===== config.mk =====
export PLATFORM = sky130hd
export DESIGN_NAME = imem_arbiter
export DESIGN_NICKNAME = d
export VERILOG_FILES = /design/src/rtl/imem_arbiter.sv
export SDC_FILE = /design/constraint.sdc
export NUM_CORES = 1
export LEC_CHECK = 0
export CAP_MARGIN = 5
export CORE_MARGIN = 2
export CORE_UTILIZATION = 39
export DETAILED_ROUTE_END_ITERATION = 8
export PLACE_DENSITY = 0.86
export SETUP_SLACK_MARGIN = 0.15
export SLEW_MARGIN = 10
export SYNTH_ARGS = -nofsm -noshare
export SYNTH_HDL_FRONTEND = slang
export SYNTH_SLANG_ARGS = --single-unit

===== constraint.sdc =====
create_clock -name clk -period 5 [get_ports clk]
set_input_delay 0.75 -clock clk [delete_from_list [all_inputs] [get_ports clk]]
set_output_delay 0.75 -clock clk [all_outputs]
set_load 0.01 [all_outputs]

===== src/rtl/imem_arbiter.sv =====
// imem_arbiter: shares one single-ported memory between instruction fetch and the LSU.
// One transaction in flight at a time; LSU has priority, with a starvation override for fetch.
module imem_arbiter #(
    parameter int ADDR_W     = 32,
    parameter int DATA_W     = 32,
    parameter int STARVE_MAX = 4,
    parameter int TIMEOUT    = 255
) (
    input  logic                clk,
    input  logic                rst,
    input  logic                i_if_req,
    input  logic [ADDR_W-1:0]   i_if_addr,
    input  logic                i_if_flush,
    output logic                o_if_gnt,
    output logic                o_if_rvld,
    output logic [DATA_W-1:0]   o_if_rdata,
    input  logic                i_ls_req,
    input  logic                i_ls_we,
    input  logic [ADDR_W-1:0]   i_ls_addr,
    input  logic [DATA_W-1:0]   i_ls_wdata,
    input  logic [DATA_W/8-1:0] i_ls_be,
    output logic                o_ls_gnt,
    output logic                o_ls_rvld,
    output logic [DATA_W-1:0]   o_ls_rdata,
    output logic                o_mem_req,
    output logic                o_mem_we,
    output logic [ADDR_W-1:0]   o_mem_addr,
    output logic [DATA_W-1:0]   o_mem_wdata,
    output logic [DATA_W/8-1:0] o_mem_be,
    input  logic                i_mem_gnt,
    input  logic                i_mem_rvld,
    input  logic [DATA_W-1:0]   i_mem_rdata,
    output logic                o_bus_err
);

    localparam logic [3:0] STARVE_LIM = 4'(STARVE_MAX);
    localparam logic [7:0] TMO_LAST   = 8'(TIMEOUT - 1);

    typedef enum logic [1:0] {S_IDLE, S_ISSUE, S_WAIT} state_t;

    state_t                r_state;
    logic                  r_owner_ls;
    logic                  r_drop;
    logic [3:0]            r_starve;
    logic [7:0]            r_tmo;
    logic                  r_mem_req;
    logic                  r_mem_we;
    logic [ADDR_W-1:0]     r_mem_addr;
    logic [DATA_W-1:0]     r_mem_wdata;
    logic [DATA_W/8-1:0]   r_mem_be;

    logic w_idle;
    logic w_busy;
    logic w_if_eff;
    logic w_contend;
    logic w_ls_win;
    logic w_if_win;
    logic w_resp;
    logic w_tmo_hit;
    logic w_done;
    logic w_if_rvld;
    logic w_ls_rvld;

    // A flushed fetch request is invisible to arbitration in that cycle.
    assign w_idle    = (r_state == S_IDLE) && !rst;
    assign w_busy    = (r_state != S_IDLE) && !rst;
    assign w_if_eff  = i_if_req && !i_if_flush;
    assign w_contend = i_ls_req && w_if_eff;
    assign w_ls_win  = w_idle && i_ls_req && !(w_if_eff && (r_starve == STARVE_LIM));
    assign w_if_win  = w_idle && w_if_eff && !w_ls_win;

    // A real response in the last allowed cycle beats the timeout.
    assign w_resp    = (r_state == S_WAIT) && i_mem_rvld && !rst;
    assign w_tmo_hit = w_busy && !w_resp && (r_tmo == TMO_LAST);
    assign w_done    = w_resp || w_tmo_hit;
    assign w_if_rvld = w_done && !r_owner_ls && !r_drop && !i_if_flush;
    assign w_ls_rvld = w_done && r_owner_ls;

    assign o_if_gnt    = w_if_win;
    assign o_ls_gnt    = w_ls_win;
    assign o_if_rvld   = w_if_rvld;
    assign o_ls_rvld   = w_ls_rvld;
    assign o_if_rdata  = (w_if_rvld && w_resp) ? i_mem_rdata : '0;
    assign o_ls_rdata  = (w_ls_rvld && w_resp) ? i_mem_rdata : '0;
    assign o_bus_err   = w_tmo_hit;
    assign o_mem_req   = r_mem_req;
    assign o_mem_we    = r_mem_we;
    assign o_mem_addr  = r_mem_addr;
    assign o_mem_wdata = r_mem_wdata;
    assign o_mem_be    = r_mem_be;

    always_ff @(posedge clk) begin
        if (rst) begin
            r_state     <= S_IDLE;
            r_owner_ls  <= 1'b0;
            r_drop      <= 1'b0;
            r_starve    <= '0;
            r_tmo       <= '0;
            r_mem_req   <= 1'b0;
            r_mem_we    <= 1'b0;
            r_mem_addr  <= '0;
            r_mem_wdata <= '0;
            r_mem_be    <= '0;
        end else begin
            case (r_state)
                S_IDLE: begin
                    if (w_ls_win || w_if_win) begin
                        r_state    <= S_ISSUE;
                        r_mem_req  <= 1'b1;
                        r_owner_ls <= w_ls_win;
                        r_drop     <= 1'b0;
                        r_tmo      <= '0;
                    end
                    if (w_ls_win) begin
                        r_mem_we    <= i_ls_we;
                        r_mem_addr  <= i_ls_addr;
                        r_mem_wdata <= i_ls_wdata;
                        r_mem_be    <= i_ls_be;
                        if (w_contend && (r_starve != STARVE_LIM)) begin
                            r_starve <= r_starve + 4'd1;
                        end
                    end else if (w_if_win) begin
                        r_mem_we    <= 1'b0;
                        r_mem_addr  <= i_if_addr;
                        r_mem_wdata <= '0;
                        r_mem_be    <= '1;
                        r_starve    <= '0;
                    end
                end
                S_ISSUE: begin
                    if (w_tmo_hit) begin
                        r_state   <= S_IDLE;
                        r_mem_req <= 1'b0;
                    end else begin
                        r_tmo <= r_tmo + 8'd1;
                        if (i_mem_gnt) begin
                            r_state   <= S_WAIT;
                            r_mem_req <= 1'b0;
                        end
                    end
                    if (i_if_flush && !r_owner_ls) begin
                        r_drop <= 1'b1;
                    end
                end
                S_WAIT: begin
                    if (w_done) begin
                        r_state <= S_IDLE;
                    end else begin
                        r_tmo <= r_tmo + 8'd1;
                    end
                    if (i_if_flush && !r_owner_ls) begin
                        r_drop <= 1'b1;
                    end
                end
                default: begin
                    r_state   <= S_IDLE;
                    r_mem_req <= 1'b0;
                end
            endcase
        end
    end

endmodule

# --- After elaboration in Yosys (flattened, before gate mapping) ---
# Index checks and enable logic that the tools add are counted.
# W data, S select, Z words.
word_totals:
  regBits: 86
  in_bits: 140
  out_inout_bits: 139
op_classes:
  add_sub_neg: 2
  eq_ne: 12
  mux: 29
  bitwise: 1
  n_reduce_logical: 43
ops:
  columns: ["cell", "count"]
  rows:
  - ["$mux W32", 6]
  - ["$mux W8", 3]
  - ["$pmux W8 S3", 1]
  - ["$logic_and A1 B1 Y1", 21]
  - ["$mux W4", 5]
  - ["$reduce_and A3 Y1", 4]
  - ["$add A8 B1 Y8 const B", 1]
  - ["$eq A8 B8 Y1 const B", 1]
  - ["$mux W2", 4]
  - ["$logic_not A1 Y1", 7]
  - ["$mux W1", 7]
  - ["$ne A2 B1 Y1 const B", 3]
  - ["$ne A2 B2 Y1 const B", 3]
  - ["$pmux W2 S3", 1]
  - ["$reduce_bool A2 Y1", 3]
  - ["$add A4 B1 Y4 const B", 1]
  - ["$eq A4 B3 Y1 const B", 1]
  - ["$ne A4 B3 Y1 const B", 1]
  - ["$reduce_and A2 Y1", 2]
  - ["$reduce_and A4 Y1", 1]
  - ["$ne A3 B3 Y1 const B", 1]
  - ["$pmux W1 S3", 1]
  - ["$reduce_bool A3 Y1", 1]
  - ["$eq A2 B1 Y1 const B", 1]
  - ["other kinds (6)", 7]

# --- Depth between registers and ports, before layout ---
# Gate-level depths: netlist of the first run.
depth:
  word_depth: 12
  mapped_depth: 10

# --- Least setup slack after synthesis of the first run ---
# OpenSTA, ideal clock, no wires.
synth_timing:
  path_kind: "input-to-output"
  startpoint: "input port rst"
  endpoint: "output port o_if_rdata[10]"
  t_arrival_ns: 1.819
  t_required_ns: 4.250
  slack_ns: 2.431
  path_stages: 5
  path_buffers: 2
  cell_sequence: "buf_6 nand3b_1 nor4_1 clkbuf_1 and2_1"
synth_between:
  elab_chain_len: 11
  elab_cells_between_ends: 12
  cone_classes: "mux: 1; reduce/logical: 11"
synth_lines:
  columns: ["item", "line_no", "rtl"]
  rows:
  - ["from (decl)", "10", "input logic rst,"]
  - ["$logic_not A1 Y1 (*)", "66, 73", null]
  - ["$logic_and A1 B1 Y1", "73", "assign w_resp = (r_state == S_WAIT) && i_mem_rvld && !rst;"]
  - ["$logic_not A1 Y1", "74", "assign w_tmo_hit = w_busy && !w_resp && (r_tmo == TMO_LAST);"]
  - ["$logic_and A1 B1 Y1 (2 in series)", "74", null]
  - ["$logic_or A1 B1 Y1", "75", "assign w_done = w_resp || w_tmo_hit;"]
  - ["$logic_and A1 B1 Y1 (3 in series)", "76", "assign w_if_rvld = w_done && !r_owner_ls && !r_drop && !i_if_flush;"]
  - ["$logic_and A1 B1 Y1 (*)", "83", "assign o_if_rdata = (w_if_rvld && w_resp) ? i_mem_rdata : '0;"]
  - ["$mux W32 (*)", "83", null]
  - ["to (decl)", "16", "output logic [DATA_W-1:0] o_if_rdata,"]
# Every way passes the cells marked *; elsewhere a longest branch is shown, timed or not.

# --- Worst setup path in the final report of the first run ---
layout_timing:
  startpoint: "input port i_mem_rvld"
  endpoint: "output port o_bus_err"
layout_between:
  elab_chain_len: 5
layout_lines:
  columns: ["item", "line_no", "rtl"]
  rows:
  - ["from (decl)", "31", "input logic i_mem_rvld,"]
  - ["$logic_and A1 B1 Y1 (2 in series)", "73", null]
  - ["$logic_not A1 Y1", "74", null]
  - ["$logic_and A1 B1 Y1 (2 in series)", "74", null]
  - ["to (decl)", "33", "output logic o_bus_err"]
# No other way between the ends.

==> results.json, run 1 <==
{
  "status": "finished clean",
  "design.core.area_mm2": 0.01037,
  "grt.total_usage_pct": 24.97,
  "crit_path_max_fanout": 38,
  "layout.nets": 912,
  "cp_num_buf_inv": 3,
  "syn_area_mm2": 0.004200,
  "antenna_cells": 0,
  "synth-seq-cells": 86,
  "wl_per_cell_um": 16.60,
  "grt_pass1_vias": 4636,
  "cts_buffers": 9,
  "final_common_cell": "clkdlybuf4s50_1",
  "worst_slew_pin_slew_ns": 1.167,
  "cts.htree.levels": 3,
  "yosys.area.top_type": "dfxtp_1",
  "dp_hpwl_mm": 11.09,
  "max-cap-violations": 0,
  "cts_tree": "yes",
  "layout_min_cycle_time_ns": 3.745,
  "cts_resized": 0,
  "syn_inst": 516,
  "synth_top_family_by_area": "simple AND/OR/NAND/NOR gates",
  "final.setup.tns_ns": 0,
  "path_class": "in -> out",
  "synth.top_cell.area_share_pct": 40.99,
  "cts_buffer_depth": 2,
  "cp-end-kind": "output pin",
  "dpl_cell_area_mm2": 0.006993,
  "cts_hold_buffers": 0,
  "die_area_mm2": 0.01162,
  "synthAdderAreaFrac_pct": 2.383,
  "skew_ns": 0.01099,
  "crit_start": "i_mem_rvld",
  "postCtsSetupBuffers": 0,
  "grt_overflow": 0,
  "grt_max_degree": 92,
  "r2r-end": "o_mem_be[1]$_SDFFE_PP0P_",
  "ys_top_cells_by_area": "dfxtp_1 (41%), nor2_1 (7.0%), a311oi_1 (6.7%), nand2_1 (6.6%), a22oi_1 (5.9%)",
  "period_share_pct": 74.89,
  "async_flop_share_pct": 0,
  "synth_area_per_cell_um2": 8.140,
  "insertion_delay_ns": 0.35,
  "synth_mux_area_share_pct": 0.7149,
  "yosysSeqAreaShare_pct": 40.99,
  "area_growth_syn_to_layout_pct": 71.40,
  "cp_cell_sequence": "clkdlybuf4s50_1 > and3b_1 > or4_4 > inv_1 > clkdlybuf4s50_1",
  "fp.dieH_um": 107.8,
  "crit_top_cell": "clkdlybuf4s50_1",
  "synth-edff-count": 0,
  "min-delay-path-class": "reg -> reg",
  "power_leakage_nw": 2.766,
  "crit_family": "simple AND/OR/NAND/NOR gates",
  "io_pins": 279,
  "final_area_mm2": 0.007199,
  "synth_cell_types": 51,
  "slew_viol_final": 0,
  "drt-total-wl_mm": 15.02,
  "start_kind": "input pin",
  "vdd_ir_drop_max_mv": 0.2005,
  "synth_compound_area_share_pct": 20.35,
  "hold_viol_final": 0,
  "drt-vias-per-instance": 5.315,
  "postRouteAntennaNets": 0,
  "synthXorXnorAreaFrac_pct": 0,
  "cpPeakStageDelay_ns": 0.70,
  "required_ns": 4.25,
  "arrival_ns": 2.99,
  "firstDrtPassIters": 5,
  "start_util_pct": 40.50,
  "worstSetupEndpoint": "o_bus_err",
  "ys.flop_type": "dfxtp_1",
  "gp_routability_congestion": 0.8602,
  "vias": 4810,
  "synthesis.nets": 664,
  "die_w_um": 107.8,
  "fmax_mhz": 267.0,
  "root_buffer": "clkbuf_8",
  "path_depth": 5,
  "setup_violations": 0,
  "drc": 0,
  "synth_warnings": 0,
  "fillCellCount": 816,
  "clk_pin_slew_ns": 0.09,
  "final_cell_mix": "clkdlybuf4s50_1 (277), dfxtp_1 (86), nor2_1 (78)",
  "drive_above_1_share_pct": 4.291,
  "drt_iter0_markers": 310,
  "cts.sinks": 86,
  "pwr_density_cell_mw_per_mm2": 325.4,
  "maxSlewHeadroom_pct": 21.89,
  "worstReg2RegStart": "r_state[0]$_SDFFE_PP0P_",
  "yosys.area_share.simple_pct": 29.61,
  "antenna_found_initial": 0,
  "rrSetupSlack_ns": 2.34,
  "cp_slowest_cell": "or4_4",
  "grt_first_pass_wirelength_mm": 23.38,
  "port_buffers": 278,
  "rsz0062_at_grt": "no",
  "reg2reg_depth": 6,
  "core.rowCount": 37
}
## kinds of logic after synthesis
family,count (synthesis)
flops,86
compound gates,107
simple gates,253
fa+ha+maj,8
mux,3
buf+inv,59
## worst min-delay path, cell delays in order, from the launching register on
cell and delay (ns):
dfxtp_1 0.33, o41ai_1 0.06, a21oi_1 0.05
## stage by stage
step	total power, W	hold WS [ns]	setup WS [ns]	util (%)	std cells
6_report	0.002343	0.4858	1.255	69.43	905
5_1_grt	0.002485	0.5120	1.122	69.43	905
4_1_cts	0.002359	0.4858	1.256	69.43	905
3_5_place_dp	0.001841	0.4664	1.259	67.43	889
3_3_place_gp	0.001806	0.4489	1.307	67.43	889
2_1_floorplan	0.001412	0.4515	2.431	-	516
## sequential cells by signal, indices dropped and copies added, names as in the netlist
name and flops:
o_mem_be 4, r_state 2, r_starve 4, o_mem_req 1, o_mem_wdata 32, r_drop 1
r_owner_ls 1, o_mem_addr 32, o_mem_we 1, r_tmo 8
## cells in the mapped netlist (2+ instances only)
master / instances
nor2b_1: 5
o22ai_1: 4
nor4_1: 5
buf_6: 2
o21ai_0: 2
nor3_1: 3
nand4bb_1: 2
inv_1: 12
o41ai_1: 2
o31a_2: 2
a22oi_1: 33
a21oi_1: 7
o211ai_1: 2
nor3b_1: 2
and3b_1: 2
mux2i_1: 3
o31ai_1: 3
buf_1: 6
a211oi_1: 2
nor2_1: 78
dfxtp_1: 86
and2_1: 33
o2111ai_1: 7
o311ai_1: 2
nand3_1: 5
nand2_1: 74
clkbuf_1: 27
buf_2: 11
and3_1: 34
ha_1: 8
a311oi_1: 32
## final cells by class
cell class	count	area, um^2	share of cell area [%]
Clock inverter	6	68.82	0.9559
Multi-Input combinational cell	371	2237	31.07
Timing Repair Buffer	283	2815	39.10
Clock buffer	10	137.6	1.912
Inverter	13	48.80	0.6778
Tap cell	136	170.2	2.364
Sequential cell	86	1722	23.91
## how the worst min path moves through the flow
stage / endpoint / cells past startpoint / start
detailed placement: o_mem_req$_SDFFE_PP0P_ / 2 / o_mem_req$_SDFFE_PP0P_
floorplan: r_tmo[7]$_SDFFE_PP0P_ / 2 / r_tmo[7]$_SDFFE_PP0P_
global placement: o_mem_req$_SDFFE_PP0P_ / 2 / o_mem_req$_SDFFE_PP0P_
CTS: r_tmo[7]$_SDFFE_PP0P_ / 2 / r_tmo[7]$_SDFFE_PP0P_
finish: r_tmo[7]$_SDFFE_PP0P_ / 2 / r_tmo[7]$_SDFFE_PP0P_
global route: o_mem_req$_SDFFE_PP0P_ / 2 / o_mem_req$_SDFFE_PP0P_
## layer usage
metal / vias up / routed length, um / global-route usage (%) / share of wire [%]
met3: 34 / 1118 / 7.203 / 7.4
met5: - / 0 / 0 / 0
li1: 2336 / - / - / -
met4: 0 / 460 / 9.982 / 3.1
met1: 2228 / 5868 / 29.11 / 39
met2: 212 / 7577 / 42.86 / 50
## power by group
part / internal, W / total, W / switching (W)
registers: 0.000800 / 0.000880 / 0.0000798
logic: 0.000468 / 0.000951 / 0.000482
clock network: 0.000248 / 0.000512 / 0.000264
(Power assumes the default switching activity.)
==> run 2: changes to the inputs <==
- CORE_UTILIZATION: 39 -> 33
- PLACE_DENSITY: 0.86 -> 0.78
- clock period: 5 -> 3 ns (I/O delays scaled with it)
==> run 2 against run 1 <==
  * Sequential power rose by 66%
  * Clock power rose by 130%
  * Critical path depth rose by 2
  * Die area rose by 17%
  * Largest power group unchanged
  * Sequential cell count did not move
  * Combinational power rose by 74%
  * Largest cell class unchanged
  * Via count rose by 1.8%
  * First-iteration DRC count fell by 15%
  * Clock skew fell by 0.0069 ns
==> results.json, run 2 (synthesis results as in run 1) <==
{
  "status": "finished clean",
  "root_buffer": "clkbuf_16",
  "gp_routability_congestion": 0.8110,
  "firstDrtPassIters": 5,
  "reg2reg_depth": 8,
  "grt.total_usage_pct": 21.54,
  "design.core.area_mm2": 0.01252,
  "drt-vias-per-instance": 5.155,
  "setup_violations": 0,
  "grt_first_pass_wirelength_mm": 22.86,
  "vdd_ir_drop_max_mv": 0.3635,
  "power_leakage_nw": 2.922,
  "cp_cell_sequence": "inv_1 > ha_1 > nand3b_1 > nor4_2 > buf_6 > and2_1 > clkdlybuf4s50_1",
  "vias": 4897,
  "whs_path_depth": 2,
  "clk_pin_slew_ns": 0.06,
  "antenna_cells": 0,
  "grt_pass1_vias": 4613,
  "arrival_ns": 2.30,
  "hold_start": "rst",
  "die_area_mm2": 0.01365,
  "core.rowCount": 41,
  "max-cap-violations": 0,
  "wl_per_cell_um": 16.33,
  "cp_num_buf_inv": 3,
  "insertion_delay_ns": 0.33,
  "die_w_um": 116.8,
  "power_frac_clock_pct": 27.2,
  "maxSlewHeadroom_pct": 54.42,
  "swShare_pct": 32.52,
  "drc": 0,
  "cts.htree.levels": 3,
  "p_sw_w": 0.001390,
  "rsz0062_at_grt": "yes",
  "intPower_w": 0.002883,
  "pwr_density_cell_mw_per_mm2": 572.1,
  "cts_buffer_depth": 2,
  "drive_above_1_share_pct": 5.656,
  "drt_iter0_markers": 263,
  "area_growth_syn_to_layout_pct": 77.81,
  "cp_slowest_cell": "clkdlybuf4s50_1",
  "postRouteAntennaNets": 0,
  "worst_slew_pin_slew_ns": 0.6837,
  "port_buffers": 278,
  "skew_ns": 0.004067,
  "rrSetupSlack_ns": 0.71,
  "grt_overflow": 0,
  "final.setup.tns_ns": 0,
  "fmax_mhz": 363.9,
  "drt-total-wl_mm": 15.51,
  "layout.nets": 921,
  "grt_max_degree": 67,
  "final_common_cell": "clkdlybuf4s50_1",
  "crit_family": "buffers and inverters",
  "cp-end-kind": "output pin",
  "required_ns": 2.55,
  "cts.sinks": 86,
  "cts_buffers": 9,
  "worstReg2RegStart": "r_starve[0]$_SDFFE_PP0P_",
  "multi_input_area_mm2": 0.002261,
  "min-delay-path-class": "in -> reg",
  "final_cell_mix": "clkdlybuf4s50_1 (275), dfxtp_1 (85), nor2_1 (78)",
  "io_pins": 279,
  "r2r-end": "o_mem_addr[2]$_SDFFE_PP0P_",
  "fillCellCount": 1144,
  "start_util_pct": 33.56,
  "cpPeakStageDelay_ns": 0.54,
  "final-seq-area_mm2": 0.001723,
  "cts_tree": "yes",
  "power_frac_comb_pct": 38.5,
  "period_share_pct": 91.61,
  "total_power_w": 0.004273,
  "slew_viol_final": 0,
  "dp_hpwl_mm": 11.73,
  "crit_path_max_fanout": 32,
  "timing.hold.ws_ns": 0.4193,
  "layout_min_cycle_time_ns": 2.748,
  "power_frac_seq_pct": 34.3,
  "fp.dieH_um": 116.8,
  "hold_viol_final": 0,
  "path_class": "reg -> out",
  "antenna_found_initial": 0,
  "start_kind": "register",
  "hold_path_end": "r_tmo[7]$_SDFFE_PP0P_"
}
run 2: cell count changes in the layout (fill, tap and decap cells not counted), sizes merged:
cell / before / now
dlygate4sd2: 0 / 2
clkdlybuf4s50: 277 / 275
clkinvlp: 1 / 0
inv: 14 / 12
buf: 6 / 15
clkbuf: 10 / 13
run 2: cell type report:
| cell class | count | share of cell area (%) |
|---|---|---|
| repair buffers | 292 | 38.83 |
| multi-input cells | 371 | 30.27 |
| well taps | 172 | 2.882 |
| flip-flops and latches | 86 | 23.07 |
| inverters | 13 | 0.6534 |
| clock buffers | 13 | 3.753 |
| clock inverters | 3 | 0.5361 |
run 2: power by group through the flow:
stage | Combinational, W | Clock, W | Sequential (W)
3_3_place_gp | 0.00159 | 0 | 0.00147
2_1_floorplan | 0.000819 | 0 | 0.00153
4_1_cts | 0.00164 | 0.00119 | 0.00146
5_1_grt | 0.00179 | 0.00125 | 0.00149
6_report | 0.00165 | 0.00116 | 0.00146
3_5_place_dp | 0.00163 | 0 | 0.00148
run 2: worst reg2reg max path, cell delays in order (launching register included):
cell and delay [ns]:
dfxtp_1 0.40, inv_1 0.08, ha_1 0.19, and3b_1 0.23
a21o_1 0.22, inv_2 0.06, buf_4 0.51, nand2_1 0.18
a311oi_1 0.32
run 2: how the worst max path moves through the flow:
stage,from,to,slack [ns],cells after the start
2_1_floorplan,r_state[0]$_SDFFE_PP0P_,o_if_rvld,0.74,7
3_3_place_gp,i_mem_rvld,o_bus_err,0.31,5
3_5_place_dp,i_mem_rvld,o_bus_err,0.29,5
4_1_cts,r_state[1]$_SDFFE_PP0P_,o_ls_rvld,0.21,6
5_1_grt,r_state[0]$_SDFFE_PP0P_,o_ls_rdata[25],0.11,6
6_report,r_state[0]$_SDFFE_PP0P_,o_if_rdata[7],0.25,7
run 2: metal layers:
layer | vias up | global-route usage (%) | wire, um
li1 | 2361 | - | -
met1 | 2281 | 21.30 | 5509
met2 | 231 | 39.96 | 8049
met3 | 24 | 8.136 | 1511
met4 | 0 | 9.647 | 441
met5 | - | 0 | 0
run 2: timing repair:
item | 4_1_cts | 5_1_grt
hold buffers | 0 | 0
setup endpoints to repair | 3 | 41
buffers inserted | 0 | 2
resized for setup | 4 | 3
pin swaps | 0 | 1
gates cloned | 0 | 0
run 2: through the flow:
stage	util (%)	instance area, um^2	cells	setup slack (ns)
floorplan	-	4200	516	0.7444
global placement	56.75	7103	932	0.3056
detailed placement	56.75	7103	932	0.2872
CTS	59.36	7430	948	0.2133
global route	59.67	7468	950	0.1137
finish	59.67	7468	950	0.2518
